[src/rtl/seg7_scan_ctrl_if.sv]
// Display bus between the register block and the scan controller: live
// digit data/attributes in, registered anode/segment drives out.
interface seg7_scan_ctrl_if #(
  parameter int DIGITS      = 8,
  parameter int BRIGHT_BITS = 4
);
  logic [4*DIGITS-1:0]    data;
  logic [DIGITS-1:0]      dp_in;
  logic [DIGITS-1:0]      digit_en;
  logic                   lz_blank;
  logic [BRIGHT_BITS-1:0] brightness;
  logic [DIGITS-1:0]      AN;
  logic [7:0]             SEG;
  logic                   frame_done;

  modport master (
    output data, dp_in, digit_en, lz_blank, brightness,
    input  AN, SEG, frame_done
  );

  modport slave (
    input  data, dp_in, digit_en, lz_blank, brightness,
    output AN, SEG, frame_done
  );
endinterface

[src/rtl/seg7_scan_ctrl.sv]
// Multiplexed N-digit seven-segment scan controller. Captures inputs only at
// frame boundaries, rotates one anode per slot with a dead cycle, applies
// leading-zero blanking, per-digit enable/dp and PWM brightness.

// Per-digit lane: hex-to-segment decode (active-high, {g..a}) and zero flag.
module seg7_lane (
  input  logic [3:0] nib,
  output logic [6:0] seg,
  output logic       zero
);
  assign zero = (nib == 4'h0);

  // Hex glyph table
  always_comb begin
    seg = 7'h00;
    case (nib)
      4'h0: seg = 7'h3F;
      4'h1: seg = 7'h06;
      4'h2: seg = 7'h5B;
      4'h3: seg = 7'h4F;
      4'h4: seg = 7'h66;
      4'h5: seg = 7'h6D;
      4'h6: seg = 7'h7D;
      4'h7: seg = 7'h07;
      4'h8: seg = 7'h7F;
      4'h9: seg = 7'h6F;
      4'hA: seg = 7'h77;
      4'hB: seg = 7'h7C;
      4'hC: seg = 7'h39;
      4'hD: seg = 7'h5E;
      4'hE: seg = 7'h79;
      4'hF: seg = 7'h71;
      default: seg = 7'h00;
    endcase
  end
endmodule

module seg7_scan_ctrl #(
  parameter int DIGITS      = 8,
  parameter int CLK_DIV     = 2500,
  parameter int BRIGHT_BITS = 4,
  parameter int ACTIVE_LOW  = 1
) (
  input  logic            clk,
  input  logic            rst,
  seg7_scan_ctrl_if.slave bus
);
  localparam int             PW     = (CLK_DIV > 1) ? $clog2(CLK_DIV) : 1;
  localparam int             SW     = (DIGITS > 1) ? $clog2(DIGITS) : 1;
  localparam logic           INV    = (ACTIVE_LOW != 0);
  localparam logic [PW-1:0]  P_LAST = PW'(CLK_DIV - 1);
  localparam logic [SW-1:0]  S_LAST = SW'(DIGITS - 1);

  logic [PW-1:0]          p;
  logic [SW-1:0]          sel;
  logic [BRIGHT_BITS-1:0] w;

  logic [DIGITS-1:0][3:0] sh_data;
  logic [DIGITS-1:0]      sh_dp;
  logic [DIGITS-1:0]      sh_en;
  logic                   sh_lz;
  logic [BRIGHT_BITS-1:0] sh_br;

  logic slot_end, frame_end;
  assign slot_end  = (p == P_LAST);
  assign frame_end = slot_end && (sel == S_LAST);

  // Prescaler, slot index and free-running PWM counter
  always_ff @(posedge clk or posedge rst) begin
    if (rst) begin
      p   <= '0;
      sel <= '0;
      w   <= '0;
    end else begin
      w <= w + 1'b1;
      if (slot_end) begin
        p   <= '0;
        sel <= (sel == S_LAST) ? '0 : sel + 1'b1;
      end else begin
        p <= p + 1'b1;
      end
    end
  end

  // Shadow capture only at frame boundaries so a frame never mixes old/new data
  always_ff @(posedge clk or posedge rst) begin
    if (rst) begin
      sh_data <= '0;
      sh_dp   <= '0;
      sh_en   <= '0;
      sh_lz   <= 1'b0;
      sh_br   <= '0;
    end else if (frame_end) begin
      sh_data <= bus.data;
      sh_dp   <= bus.dp_in;
      sh_en   <= bus.digit_en;
      sh_lz   <= bus.lz_blank;
      sh_br   <= bus.brightness;
    end
  end

  logic [DIGITS-1:0][6:0] lane_seg;
  logic [DIGITS-1:0]      lane_zero;

  for (genvar i = 0; i < DIGITS; i++) begin : g_lane
    seg7_lane u_lane (
      .nib  (sh_data[i]),
      .seg  (lane_seg[i]),
      .zero (lane_zero[i])
    );
  end

  // Leading-zero mask: a digit is suppressed when it and all higher digits are 0
  logic [DIGITS-1:0] sup;
  logic              hz;
  always_comb begin
    sup = '0;
    hz  = 1'b1;
    for (int i = DIGITS - 1; i >= 0; i--) begin
      hz     = hz & lane_zero[i];
      sup[i] = sh_lz && hz && (i > 0);
    end
  end

  // Select the attributes of the digit in the current slot
  logic [6:0]        cur_seg;
  logic              cur_dp, cur_en, cur_sup;
  logic [DIGITS-1:0] an_onehot;
  always_comb begin
    cur_seg   = '0;
    cur_dp    = 1'b0;
    cur_en    = 1'b0;
    cur_sup   = 1'b0;
    an_onehot = '0;
    for (int i = 0; i < DIGITS; i++) begin
      if (sel == SW'(i)) begin
        cur_seg      = lane_seg[i];
        cur_dp       = sh_dp[i];
        cur_en       = sh_en[i];
        cur_sup      = sup[i];
        an_onehot[i] = 1'b1;
      end
    end
  end

  logic pwm_on, lit, show;
  assign pwm_on = (&sh_br) || (w < sh_br);
  // p==0 is the anti-ghost dead cycle at the start of every slot
  assign lit    = (p != '0) && cur_en && pwm_on && !cur_sup;
  // Segment pattern follows the digit even through dead/PWM-off cycles
  assign show   = cur_en && !cur_sup;

  // Registered pin drives with polarity applied last
  always_ff @(posedge clk or posedge rst) begin
    if (rst) begin
      bus.AN         <= {DIGITS{INV}};
      bus.SEG        <= {8{INV}};
      bus.frame_done <= 1'b0;
    end else begin
      bus.AN         <= (lit ? an_onehot : '0) ^ {DIGITS{INV}};
      bus.SEG        <= (show ? {cur_dp, cur_seg} : 8'h00) ^ {8{INV}};
      bus.frame_done <= frame_end;
    end
  end
endmodule

[src/flat_wrapper.sv]
// flat-port wrapper written by rule: the top's interface ports become plain ports
module seg7_scan_ctrl_flat 
#(
  parameter int DIGITS      = 8,
  parameter int CLK_DIV     = 2500,
  parameter int BRIGHT_BITS = 4,
  parameter int ACTIVE_LOW  = 1
)
  (clk, rst, bus_data, bus_dp_in, bus_digit_en, bus_lz_blank, bus_brightness, bus_AN, bus_SEG, bus_frame_done);
  seg7_scan_ctrl_if #(.DIGITS(DIGITS), .BRIGHT_BITS(BRIGHT_BITS)) bus_i ();
  input  logic clk;
  input  logic rst;
  input wire logic [$bits(bus_i.data)-1:0] bus_data;
  input wire logic [$bits(bus_i.dp_in)-1:0] bus_dp_in;
  input wire logic [$bits(bus_i.digit_en)-1:0] bus_digit_en;
  input wire logic [$bits(bus_i.lz_blank)-1:0] bus_lz_blank;
  input wire logic [$bits(bus_i.brightness)-1:0] bus_brightness;
  output wire logic [$bits(bus_i.AN)-1:0] bus_AN;
  output wire logic [$bits(bus_i.SEG)-1:0] bus_SEG;
  output wire logic [$bits(bus_i.frame_done)-1:0] bus_frame_done;
  assign bus_i.data = bus_data;
  assign bus_i.dp_in = bus_dp_in;
  assign bus_i.digit_en = bus_digit_en;
  assign bus_i.lz_blank = bus_lz_blank;
  assign bus_i.brightness = bus_brightness;
  assign bus_AN = bus_i.AN;
  assign bus_SEG = bus_i.SEG;
  assign bus_frame_done = bus_i.frame_done;
  seg7_scan_ctrl #(.DIGITS(DIGITS), .CLK_DIV(CLK_DIV), .BRIGHT_BITS(BRIGHT_BITS), .ACTIVE_LOW(ACTIVE_LOW)) u_core (.clk(clk), .rst(rst), .bus(bus_i));
endmodule
[config.mk]
export PLATFORM = sky130hd
export DESIGN_NAME = seg7_scan_ctrl_flat
export DESIGN_NICKNAME = d
export VERILOG_FILES = /design/src/rtl/seg7_scan_ctrl_if.sv /design/src/rtl/seg7_scan_ctrl.sv /design/src/flat_wrapper.sv
export SDC_FILE = /design/constraint.sdc
export NUM_CORES = 1
export LEC_CHECK = 0
export CAP_MARGIN = 10
export CELL_PAD_IN_SITES_DETAIL_PLACEMENT = 1
export CELL_PAD_IN_SITES_GLOBAL_PLACEMENT = 2
export CORE_ASPECT_RATIO = 0.5
export CORE_MARGIN = 2
export CORE_UTILIZATION = 39
export CTS_CLUSTER_SIZE = 25
export DETAILED_ROUTE_END_ITERATION = 8
export GPL_ROUTABILITY_DRIVEN = 0
export PLACE_DENSITY = 0.94
export SKIP_LAST_GASP = 1
export SYNTH_ARGS = -nofsm -noshare
export SYNTH_HDL_FRONTEND = slang
export SYNTH_SLANG_ARGS = --single-unit
[constraint.sdc]
create_clock -name clk -period 7.7 [get_ports clk]
set_input_delay 1.155 -clock clk [delete_from_list [all_inputs] [get_ports clk]]
set_output_delay 1.155 -clock clk [all_outputs]
set_load 0.02 [all_outputs]
* After elaboration in Yosys (flattened, before gate mapping)
Memory sizes are Yosys's and may differ from the RTL's.
Index checks and enable logic that the tools add are counted.
** Word-level totals
- Output and inout port bits :: 17
- Bits of input ports :: 55
- ROM bits :: 896
- Memories kept :: 8
- Word-level logic and storage cells :: 113
- Flip-flop bits (word level) :: 89
** Operators by class
- Multiplexer cells :: 43
- Add/sub/neg operators :: 3
- Equal/unequal tests :: 8
- Bitwise logic cells :: 8
- Reductions and logical operators :: 24
- $lt $le $gt $ge :: 1
** Memories
- (name not given) :: depth 16, width 7, rd ports 1, clocked after memory_dff 0, write ports 0, RTL line seg7_scan_ctrl.sv:16 : case (nib)
- (name not given) :: depth 16, width 7, rd ports 1, clocked after memory_dff 0, write ports 0, RTL line seg7_scan_ctrl.sv:16
- (name not given) :: depth 16, width 7, rd ports 1, clocked after memory_dff 0, write ports 0, RTL line seg7_scan_ctrl.sv:16
- (name not given) :: depth 16, width 7, rd ports 1, clocked after memory_dff 0, write ports 0, RTL line seg7_scan_ctrl.sv:16
- (name not given) :: depth 16, width 7, rd ports 1, clocked after memory_dff 0, write ports 0, RTL line seg7_scan_ctrl.sv:16
- (name not given) :: depth 16, width 7, rd ports 1, clocked after memory_dff 0, write ports 0, RTL line seg7_scan_ctrl.sv:16
- +2 memories
** Operators with widths (count)
- 7-bit 2-to-1 mux :: 8
- 1-bit 2-to-1 mux :: 31
- 4-bit logical NOT :: 7
- 8-bit 2-to-1 mux :: 2
- 8-bit NOT :: 2
- 12-bit by 1-bit adder with 12-bit output, second input constant :: 1
- 12-bit == test, second input constant :: 1
- 3-bit == test, second input constant :: 4
- 1-bit logical AND :: 12
- 12-bit 2-to-1 mux :: 1
- 12-bit nonzero test :: 1
- 1-bit bitwise AND :: 6
- 3-bit by 2-bit == test with 1-bit output, second input constant :: 2
- 4-bit by 1-bit adder with 4-bit output, second input constant :: 1
- 4-bit less-than comparator :: 1
- 4-bit AND reduction :: 1
- 3-bit by 1-bit adder with 3-bit output, second input constant :: 1
- 3-bit by 1-bit == test with 1-bit output, second input constant :: 1
- 3-bit logical NOT :: 1
- 3-bit 2-to-1 mux :: 1
- 1-bit logical NOT :: 1
- 1-bit logical OR :: 1

* Logic depth before layout (Yosys ltp)
Gate-level depths: netlist of run 1.
- Depth after elaboration :: 19
- Depth in mapped cells :: 11
- Depth with buffers taken out :: 8

* By module
A second synthesis of run 1 with hierarchy kept.
** Unflattened totals
- Cells, all modules :: 646
- Area total of the unflattened synthesis :: 6608.8 um^2
** By module, submodules not included
- seg7_scan_ctrl :: cells each 374, times used 1, area an instance 4274.1 um^2, sequential area each 2247.2 um^2
- seg7_lane at u_core.g_lane[0].u_lane ... :: cells each 34, times used 6, area an instance 292.8 um^2, sequential area each 0.0 um^2
- seg7_lane at u_core.g_lane[1].u_lane ... :: cells each 34, times used 2, area an instance 289.0 um^2, sequential area each 0.0 um^2

* Worst setup path before layout of run 1
Ideal clock, no wire load.
- Path kind :: reg2reg
- Start :: register u_core.sel[2]
- End :: register u_core.bus.AN[0]
- Clock period less this slack :: 2.494 ns
- Stages on the path, launching flop included :: 11
- Library setup time :: 0.095 ns
- Required time :: 7.605 ns
- Slack :: 5.206 ns
- Path buffers :: 3
- Arrival :: 2.399 ns
- Cells stage by stage :: dfrtp_1 -> clkbuf_1 -> clkbuf_1 -> inv_1 -> ha_1 -> clkbuf_1 -> nor3_1 -> a221oi_1 -> a211o_1 -> a211oi_2 -> nand3_1
** Between the ends
- Longest elaborated chain between the ends :: 14
- Elaborated cells between the ends (all ways) :: 30
- Classes of those cells :: eq/ne: 7; mux: 17; bitwise: 1; reduce/logical: 5
** RTL lines
- start, declared :: RTL line seg7_scan_ctrl.sv:55 : logic [SW-1:0] sel;
- start signal, assigned :: RTL line seg7_scan_ctrl.sv:78 : sel <= (sel == S_LAST) ? '0 : sel + 1'b1;
- 3-bit logical NOT :: RTL line seg7_scan_ctrl.sv:136 : if (sel == SW'(i)) begin
- 1-bit 2-to-1 mux (8 in series) :: RTL line seg7_scan_ctrl.sv:136
- 1-bit logical AND (3 in series) :: RTL line seg7_scan_ctrl.sv:149 : assign lit = (p != '0) && cur_en && pwm_on && !cur_sup;
- 8-bit 2-to-1 mux * :: RTL line seg7_scan_ctrl.sv:160 : bus.AN <= (lit ? an_onehot : '0) ^ {DIGITS{INV}};
- 8-bit NOT (no line) *
- end signal, assigned :: RTL line seg7_scan_ctrl.sv:156 : bus.AN <= {DIGITS{INV}};
- end signal, assigned :: RTL line seg7_scan_ctrl.sv:160
- end, declared :: RTL line seg7_scan_ctrl_if.sv:23 : output AN, SEG, frame_done
Mark *: on every way between the ends. The rest lies on a longest branch, timed or not.
A chain may end at the register's enable or synchronous reset.

* Worst setup path after layout of run 1
- Start :: register u_core.sel[2]
- End :: register u_core.bus.SEG[3]
** Between the ends
- Longest elaborated chain between the ends :: 12
- Elaborated cells between the ends (all ways) :: 35
- Classes of those cells :: eq/ne: 7; mux: 24; bitwise: 1; reduce/logical: 3
** RTL lines
- 3-bit logical NOT or 3-bit by 1-bit == test with 1-bit output (tied branches) :: RTL line seg7_scan_ctrl.sv:136
- 1-bit 2-to-1 mux (7 in series) :: RTL line seg7_scan_ctrl.sv:136
- 1-bit 2-to-1 mux or 1-bit logical NOT (tied branches) :: RTL line seg7_scan_ctrl.sv:136, seg7_scan_ctrl.sv:151
- 1-bit logical AND :: RTL line seg7_scan_ctrl.sv:151 : assign show = cur_en && !cur_sup;
- 8-bit 2-to-1 mux * :: RTL line seg7_scan_ctrl.sv:161 : bus.SEG <= (show ? {cur_dp, cur_seg} : 8'h00) ^ {8{INV}};
- 8-bit NOT (no line) *
- end signal, assigned :: RTL line seg7_scan_ctrl.sv:157 : bus.SEG <= {8{INV}};
- end signal, assigned :: RTL line seg7_scan_ctrl.sv:161
- end, declared :: RTL line seg7_scan_ctrl_if.sv:23
Marks and branches as above.

==> results.py, run 1 <==
metrics = {
    "synth": {
        "synth_compound_area_share_pct": 18.3,
        "synth_fa_ha_area_share_pct": 10.6,
        "syn_nets": 755,
        "synth_xor_area_share_pct": 1.71,
        "synth_top_family_by_area": "compound AO/OA/AOI/OAI gates",
        "ys_warn_count": 0,
        "synth_ff_type": "dfrtp_1",
        "synth_edf_count": 0,
        "syn-cell-area_sq_um": 6160,
        "yosys.area_share.simple_pct": 15.6,
        "synth_seq_area_share_pct": 36.5,
        "synth_async_sr_flop_share_pct": 100,
        "synth.area.mux_share_pct": 11.5,
        "ys_seq_elements": 89,
        "syn_inst": 648,
        "syn_avg_cell_area_sq_um": 9.51,
        "synth.distinct_cells": 59,
    },
    "global_route": {
        "antenna_found_initial": 0,
        "grt_overflow": 0,
        "track_usage_pct": 21.5,
        "grt_pass1_wl_um": 28300,
        "grt_max_degree": 73,
        "grt_pass1_vias": 5267,
    },
    "sta": {
        "fmax_mhz": 305,
        "min_period_over_period_pct": 42.6,
        "skew_ps": 11.5,
        "layout_setup_ws_ps": 4420,
        "tightest_slew_ps": 953,
        "rsz0062_at_grt": "false",
        "tns_ps": 0,
        "finalHoldViolCount": 0,
        "slew_headroom_pct": 36.4,
        "slew_viol_final": 0,
        "setup_violations": 0,
        "hold-worst-slack_ps": 476,
        "fin_crit_ps": 3280,
    },
    "power_and_ir_drop": {
        "max-vdd-ir-drop_v": 0.0000883,
        "p_per_area_nw_per_um2": 146,
        "power.leakage_nw": 3.19,
    },
    "floorplan": {
        "fp.dieW_um": 182,
        "rows": 32,
        "die_h_um": 92.9,
        "ios": 72,
        "floorplan.initialDensity_pct": 40.0,
        "dieArea_sq_um": 16900,
        "core_area_sq_um": 15400,
    },
    "clock_network": {
        "h-tree-depth": 3,
        "post_cts_buffers": 0,
        "cts_hold_buf": 0,
        "cts_buffer_depth": 2,
        "clk-insertion-delay-late_ps": 350,
        "cts_tree": "yes",
        "root_buffer": "clkbuf_16",
        "cts_buffers": 9,
        "cts_resized": 0,
        "cts.clk_slew.worst_paths_ps": 70,
        "cts.sinks": 89,
    },
    "detailed_routing": {
        "postRouteAntennaNets": 0,
        "drcViolationCount": 0,
        "route.vias.total": 5167,
        "first_pass_iters": 4,
        "drt_iter0_drc": 315,
        "vias_per_cell": 5.76,
        "routed_wl_um": 17500,
        "wl_per_cell_um": 19.5,
    },
    "critical_path": {
        "rr_worst_depth": 7,
        "path_max_fanout": 38,
        "worstPathRequired_ps": 7910,
        "r2r_end": "u_core.bus.SEG[3]",
        "endpoint_kind": "register",
        "regToRegSetupSlack_ps": 4420,
        "critPathLaunchType": "register",
        "timing.rr.start": "u_core.sel[2]",
        "critPathLaunch": "u_core.sel[2]",
        "endpoint": "u_core.bus.SEG[3]",
        "path_class": "register to register",
        "crit_arrival_ps": 3490,
    },
    "final_layout": {
        "drive_gt1_share_pct": 12.0,
        "layout_commonest_cell": "dfrtp_1",
        "nNetsFinal": 795,
        "area_delta_synth_final_pct": 18.0,
        "most-common-layout-cells": "73 x dfrtp_1, 71 x clkdlybuf4s50_1, 62 x o21ai_0",
        "final_area_sq_um": 7270,
        "num_antenna_cells": 0,
        "final_util_pct": 47.2,
    },
    "placed_design": {
        "pre_cts_ws_ps": 4570,
        "post-dp-hpwl_um": 12500,
        "place.port_buffers": 71,
        "placed_area_sq_um": 6960,
    },
    "hold_path": {
        "hold_path_class": "register to register",
    },
    "job": {
        "maxCapViolCount": 0,
    },
    "run_status": {
        "status": "finished, final reports clean",
    },
}
[through the flow]
stage               power (mW)  instances
finish                    1.06        897
global placement         0.601        881
detailed placement       0.603        881
floorplan                0.553        648
global route              1.10        897
CTS                       1.07        897
[registers in the layout, indices dropped and copies added (netlist names)]
| signal | count |
|---|---|
| u_core.sh_dp | 8 |
| u_core.sel | 3 |
| u_core.sh_lz | 1 |
| u_core.sh_data | 32 |
| u_core.sh_en | 8 |
| u_core.bus.frame_done | 1 |
| u_core.sh_br | 4 |
| u_core.bus.AN | 8 |
| u_core.w | 4 |
| u_core.p | 12 |
| u_core.bus.SEG | 8 |
[metal layers]
metal	vias up	part of all wire, %	global-route usage (%)	wire [um]
li1	2406	-	-	-
met1	2625	49	30.2	8600
met2	105	45	34.2	7870
met3	31	4.1	3.89	711
met4	0	1.6	5.83	288
met5	-	0	0	0
[cells in the mapped netlist, drive strengths merged (6+ instances only)]
master  number  area, sq um
dfrtp       73         1830
o21ai       62          310
ha          52          651
inv         44          165
nand2       41          156
clkbuf      38          143
nand3       35          175
nor2        32          120
mux2        30          450
a21oi       22          110
nor2b       20          125
dfstp       16          420
a31oi       13         81.3
nor3        13         70.1
a211oi      12         95.1
mux2i       12          120
o211ai      10         75.1
nand2b       9         56.3
a221oi       8         70.1
buf          8         56.3
xnor2        8         70.1
mux4         6          135
nand4        6         37.5
[kinds of logic after synthesis]
family	Yosys count
flops	89
simple gates	183
fa+ha+maj	52
buf+inv	90
mux	48
xor+xnor	12
compound gates	174
[critical path: stages (launching register included)]
cell,delay (ps)
dfrtp_1,730
ha_2,500
buf_4,450
nor4b_1,140
nand4_1,130
a221oi_1,70
a211oi_1,780
o311ai_0,320
[layout make-up]
cell class | count | area [sq um]
fill | 1719 | 8140
multi-input combinational | 469 | 3550
sequential | 89 | 2250
clock inverter | 7 | 83.8
clock buffer | 9 | 225
timing repair buffer | 75 | 741
tap | 204 | 255
inverter | 44 | 166
[power by group]
group / internal [mW] / total (mW) / switching (mW)
registers: 0.480 / 0.501 / 0.0206
logic: 0.0563 / 0.0942 / 0.0379
clock network: 0.258 / 0.467 / 0.210
[how the worst min path moves through the flow]
stage          cells after the start  slack, ps           to   startpoint
2_1_floorplan                      1        430  u_core.w[0]  u_core.w[0]
3_3_place_gp                       1        450  u_core.w[0]  u_core.w[0]
3_5_place_dp                       1        470  u_core.w[3]  u_core.w[3]
4_1_cts                            1        480  u_core.w[3]  u_core.w[3]
5_1_grt                            1        500  u_core.w[3]  u_core.w[3]
6_report                           1        480  u_core.w[0]  u_core.w[0]
Power figures use the tool's default switching activity.
==> run 2, diff against run 1 <==
--- a/config.mk
+++ b/config.mk
@@ -10,11 +10,11 @@
 export CELL_PAD_IN_SITES_GLOBAL_PLACEMENT = 2
 export CORE_ASPECT_RATIO = 0.5
 export CORE_MARGIN = 2
-export CORE_UTILIZATION = 39
+export CORE_UTILIZATION = 36
 export CTS_CLUSTER_SIZE = 25
 export DETAILED_ROUTE_END_ITERATION = 8
 export GPL_ROUTABILITY_DRIVEN = 0
-export PLACE_DENSITY = 0.94
+export PLACE_DENSITY = 0.88
 export SKIP_LAST_GASP = 1
 export SYNTH_ARGS = -nofsm -noshare
 export SYNTH_HDL_FRONTEND = slang
==> constraint.sdc (replaced) <==
create_clock -name clk -period 3.2 [get_ports clk]
set_input_delay 0.48 -clock clk [delete_from_list [all_inputs] [get_ports clk]]
set_output_delay 0.48 -clock clk [all_outputs]
set_load 0.02 [all_outputs]
==> run 2 against run 1 <==
  * Fmax grew 17%
  * Clock-buffer cell count is 2 higher
  * Sequential share of layout area down 0.25 points
  * First-iteration DRC count down 0.32%
  * Register-to-register slack lost 4000 ps
  * Core utilization shrank 2.9 points
  * Die area up 8.1%
  * Sequential power grew 140%
  * Hold slack improved by 11 ps
  * Clock skew about the same
==> results.py, run 2 (same netlist as run 1, synthesis figures left out) <==
metrics = {
    "global_route": {
        "grt_max_degree": 60,
        "antenna_found_initial": 0,
        "track_usage_pct": 20.4,
        "grt_pass1_wl_um": 28600,
        "grt_overflow": 0,
        "grt_pass1_vias": 5206,
    },
    "floorplan": {
        "fp.dieW_um": 189,
        "floorplan.initialDensity_pct": 37.2,
        "ios": 72,
        "core_area_sq_um": 16600,
        "dieArea_sq_um": 18200,
        "rows": 33,
        "die_h_um": 96.5,
    },
    "detailed_routing": {
        "route.vias.total": 5092,
        "drt_iter0_drc": 314,
        "vias_per_cell": 5.49,
        "postRouteAntennaNets": 0,
        "first_pass_iters": 5,
        "wl_per_cell_um": 19.0,
        "routed_wl_um": 17600,
        "drcViolationCount": 0,
    },
    "clock_network": {
        "h-tree-depth": 3,
        "cts_buffer_depth": 2,
        "cts.clk_slew.worst_paths_ps": 70,
        "cts_resized": 0,
        "root_buffer": "clkbuf_16",
        "cts.sinks": 89,
        "cts_buffers": 9,
        "clk-insertion-delay-late_ps": 350,
        "cts_tree": "yes",
        "cts_hold_buf": 0,
        "post_cts_buffers": 0,
    },
    "job": {
        "maxCapViolCount": 0,
    },
    "power_and_ir_drop": {
        "power.leakage_nw": 3.21,
        "intPower_mw": 1.83,
        "p_switching_mw": 0.619,
        "max-vdd-ir-drop_v": 0.000246,
        "p_sw_share_pct": 25.3,
        "seqPwrFrac_pct": 49.2,
        "p_clk_share_pct": 41.4,
        "p_comb_share_pct": 9.4,
        "p_per_area_nw_per_um2": 334,
    },
    "critical_path": {
        "worstPathRequired_ps": 3460,
        "timing.rr.start": "u_core.sel[0]",
        "critPathLaunch": "u_core.sel[0]",
        "path_class": "register to register",
        "r2r_end": "u_core.bus.AN[0]",
        "path_max_fanout": 10,
        "crit_arrival_ps": 3060,
        "rr_worst_depth": 8,
        "regToRegSetupSlack_ps": 400,
        "critPathLaunchType": "register",
        "endpoint_kind": "register",
    },
    "final_layout": {
        "area_delta_synth_final_pct": 19.0,
        "num_antenna_cells": 0,
        "largest_reg_flops": 32,
        "top_register": "u_core.sh_data",
        "final_util_pct": 44.3,
        "layout_commonest_cell": "dfrtp_1",
        "nNetsFinal": 802,
        "most-common-layout-cells": "73 x dfrtp_1, 71 x clkdlybuf4s50_1, 62 x o21ai_0",
        "drive_gt1_share_pct": 12.6,
        "largestRegisters": "u_core.sh_data: 32 flops, u_core.p: 12 flops",
        "final_cell_count_no_fill": 927,
        "fillers": 1881,
    },
    "sta": {
        "finalHoldViolCount": 0,
        "hold-worst-slack_ps": 487,
        "slew_headroom_pct": 55.6,
        "slew_viol_final": 0,
        "fmax_mhz": 357,
        "fin_crit_ps": 2800,
        "min_period_over_period_pct": 87.6,
        "rsz0062_at_grt": "false",
        "skew_ps": 11.2,
        "setup_violations": 0,
        "tightest_slew_ps": 664,
        "tns_ps": 0,
    },
    "placed_design": {
        "place.port_buffers": 71,
        "dp.cells": 911,
        "post-dp-hpwl_um": 13000,
    },
    "run_status": {
        "status": "finished, final reports clean",
    },
    "hold_path": {
        "hold_path_class": "primary input to async pin",
    },
}
[run 2: how the worst max path moves through the flow]
stage,end,depth (start not counted)
after detailed placement,u_core.bus.AN[0],8
final,u_core.bus.AN[0],8
after floorplan,u_core.bus.frame_done,1
after global routing,u_core.bus.AN[0],8
after global placement,u_core.bus.AN[0],8
after CTS,u_core.bus.AN[0],8
[run 2: cell type report]
class | count | area, sq um | area share, %
inverters | 44 | 166 | 2.27
flip-flops and latches | 89 | 2250 | 30.7
repair buffers | 82 | 806 | 11.0
well taps | 227 | 284 | 3.88
clock inverters | 5 | 41.3 | 0.563
clock buffers | 11 | 233 | 3.18
multi-input cells | 469 | 3550 | 48.5
[run 2: stage by stage]
stage               power (mW)  setup WS [ps]  cell area, sq um
global route              2.56            187              7330
global placement          1.45            583              7060
CTS                       2.49            440              7330
finish                    2.45            398              7330
floorplan                 1.33            440              6160
detailed placement        1.46            451              7060
[run 2: per-layer routing]
metal | track usage, % | wire (um) | vias up
li1 | - | - | 2423
met2 | 31.4 | 7720 | 101
met5 | 0 | 0 | -
met1 | 29.3 | 8870 | 2547
met3 | 4.55 | 796 | 21
met4 | 4.69 | 229 | 0
[run 2: power groups by stage]
stage,Clock [mW],Sequential (mW),Combinational [mW]
CTS,1.05,1.20,0.233
floorplan,0,1.20,0.133
detailed placement,0,1.22,0.232
global placement,0,1.22,0.228
global route,1.10,1.21,0.249
finish,1.01,1.20,0.230
[run 2: critical path, cell delays in order, from the launching register on]
cell	delay [ps]
dfrtp_1	400
inv_1	90
ha_1	330
and2_1	310
nor3_2	380
a221oi_1	160
a211o_1	350
a211oi_2	550
nand3_1	140
==> run 3, diff against run 2 <==
--- a/config.mk
+++ b/config.mk
@@ -10,11 +10,11 @@
 export CELL_PAD_IN_SITES_GLOBAL_PLACEMENT = 2
 export CORE_ASPECT_RATIO = 0.5
 export CORE_MARGIN = 2
-export CORE_UTILIZATION = 36
+export CORE_UTILIZATION = 34
 export CTS_CLUSTER_SIZE = 25
 export DETAILED_ROUTE_END_ITERATION = 8
 export GPL_ROUTABILITY_DRIVEN = 0
-export PLACE_DENSITY = 0.88
+export PLACE_DENSITY = 0.84
 export SKIP_LAST_GASP = 1
 export SYNTH_ARGS = -nofsm -noshare
 export SYNTH_HDL_FRONTEND = slang
==> run 3 against run 2 <==
  * Clock-buffer cell count rose by 2
  * Fmax rose by 4.1%
  * Cell count rose by 0.97%
  * First-iteration DRC count fell by 20%
  * Hold slack got worse by 21 ps
  * Via count rose by 0.27%
  * Power rose by 1.9%
  * Final area rose by 0.48%
  * Register-to-register slack improved by 110 ps
  * Die area rose by 5.7%
  * Critical endpoint unchanged
  * Largest cell class unchanged
  * Largest power group unchanged
==> results.py, run 3 (same netlist as run 1, synthesis figures left out) <==
metrics = {
    "run_status": {
        "status": "finished, final reports clean",
    },
    "critical_path": {
        "endpoint_kind": "register",
        "worstPathRequired_ps": 3470,
        "critPathLaunchType": "register",
        "path_class": "register to register",
        "crit_arrival_ps": 2970,
        "path_max_fanout": 15,
    },
    "detailed_routing": {
        "first_pass_iters": 7,
        "wl_per_cell_um": 19.2,
        "drt_iter0_drc": 250,
        "vias_per_cell": 5.46,
        "routed_wl_um": 18000,
        "postRouteAntennaNets": 0,
        "route.vias.total": 5106,
        "drcViolationCount": 0,
    },
    "final_layout": {
        "top_register": "u_core.sh_data",
        "layout_commonest_cell": "dfrtp_1",
        "area_delta_synth_final_pct": 19.5,
        "largestRegisters": "u_core.sh_data: 32 flops, u_core.p: 12 flops",
        "largest_reg_flops": 32,
        "nNetsFinal": 804,
        "drive_gt1_share_pct": 12.8,
        "final_util_pct": 41.9,
        "fillers": 2022,
        "num_antenna_cells": 0,
        "most-common-layout-cells": "73 x dfrtp_1, 71 x clkdlybuf4s50_1, 62 x o21ai_0",
    },
    "floorplan": {
        "die_h_um": 99.2,
        "fp.dieW_um": 194,
        "rows": 34,
        "core_area_sq_um": 17600,
        "floorplan.initialDensity_pct": 35.1,
        "ios": 72,
        "dieArea_sq_um": 19300,
    },
    "sta": {
        "slew_headroom_pct": 57.6,
        "skew_ps": 8.56,
        "fmax_mhz": 371,
        "tightest_slew_ps": 629,
        "slew_viol_final": 0,
        "finalHoldViolCount": 0,
        "fin_crit_ps": 2690,
        "rsz0062_at_grt": "false",
        "tns_ps": 0,
        "min_period_over_period_pct": 84.1,
        "setup_violations": 0,
    },
    "hold_path": {
        "hold_path_class": "primary input to async pin",
    },
    "global_route": {
        "grt_pass1_vias": 5179,
        "grt_pass1_wl_um": 28800,
        "track_usage_pct": 19.3,
        "grt_max_degree": 63,
        "grt_overflow": 0,
        "antenna_found_initial": 0,
    },
    "clock_network": {
        "cts_resized": 0,
        "h-tree-depth": 3,
        "cts_hold_buf": 0,
        "post_cts_buffers": 0,
        "clk-insertion-delay-late_ps": 360,
        "cts_buffers": 9,
        "cts.sinks": 89,
        "cts.clk_slew.worst_paths_ps": 70,
        "cts_buffer_depth": 2,
        "root_buffer": "clkbuf_16",
        "cts_tree": "yes",
    },
    "placed_design": {
        "post-dp-hpwl_um": 13400,
        "place.port_buffers": 71,
    },
    "power_and_ir_drop": {
        "p_per_area_nw_per_um2": 339,
        "power.leakage_nw": 3.23,
        "max-vdd-ir-drop_v": 0.000264,
    },
    "job": {
        "maxCapViolCount": 0,
    },
}
[run 3: changes by cell type in the layout (fill, tap and decap cells not counted)]
cell        change
buf_4           +2
clkbuf_8        +2
clkinvlp_4      -1
inv_6           -1
[run 3: final timing paths]
path	startpoint	to	slack, ps	cells past startpoint
setup / recovery	u_core.sel[0]	u_core.bus.AN[0]	510	8
hold / removal	rst	u_core.sh_br[1]	470	2
setup reg to reg	u_core.sel[0]	u_core.bus.AN[0]	510	8
hold reg to reg	u_core.w[3]	u_core.w[3]	480	1
max in group asynchronous	rst	u_core.bus.SEG[5]	2000	3
min in group clk	u_core.w[3]	u_core.w[3]	480	1
[run 3: area by class of cell]
class	count	area [sq um]	share of cell area [%]
Clock inverter	3	25.0	0.340
Inverter	44	166	2.26
Sequential cell	89	2250	30.5
Multi-Input combinational cell	469	3550	48.2
Clock buffer	13	260	3.53
Tap cell	234	293	3.98
Timing Repair Buffer	84	821	11.1
[run 3: worst max-delay path: stages (launching register included)]
cell      delay [ps]
dfrtp_1          420
ha_1             260
ha_1             320
buf_4            230
o211ai_1         230
a221oi_1         140
a211o_1          350
a211oi_2         510
nand3_1          150
[run 3: where the power goes]
part           internal (mW)  switching (mW)  total, mW
registers               1.16          0.0479       1.20
clock network          0.575           0.486       1.06
logic                  0.138          0.0909      0.229
total                   1.87           0.625       2.49
[run 3: per-stage QoR]
stage | total power [mW] | area [sq um] | hold WS, ps | worst slack, ps | std cells
after floorplan | 1.33 | 6160 | 434 | 440 | 648
after global placement | 1.45 | 7080 | 469 | 657 | 920
after detailed placement | 1.45 | 7080 | 475 | 490 | 920
after CTS | 2.53 | 7360 | 478 | 518 | 936
after global routing | 2.58 | 7360 | 494 | 339 | 936
final | 2.49 | 7360 | 466 | 507 | 936
[run 3: routing by layer]
metal	vias up	share of wire, %	global-route usage (%)
met5	-	0	0
met2	63	44	30.0
met4	0	0.82	4.14
li1	2437	-	-
met3	13	3.5	3.87
met1	2593	51	27.7
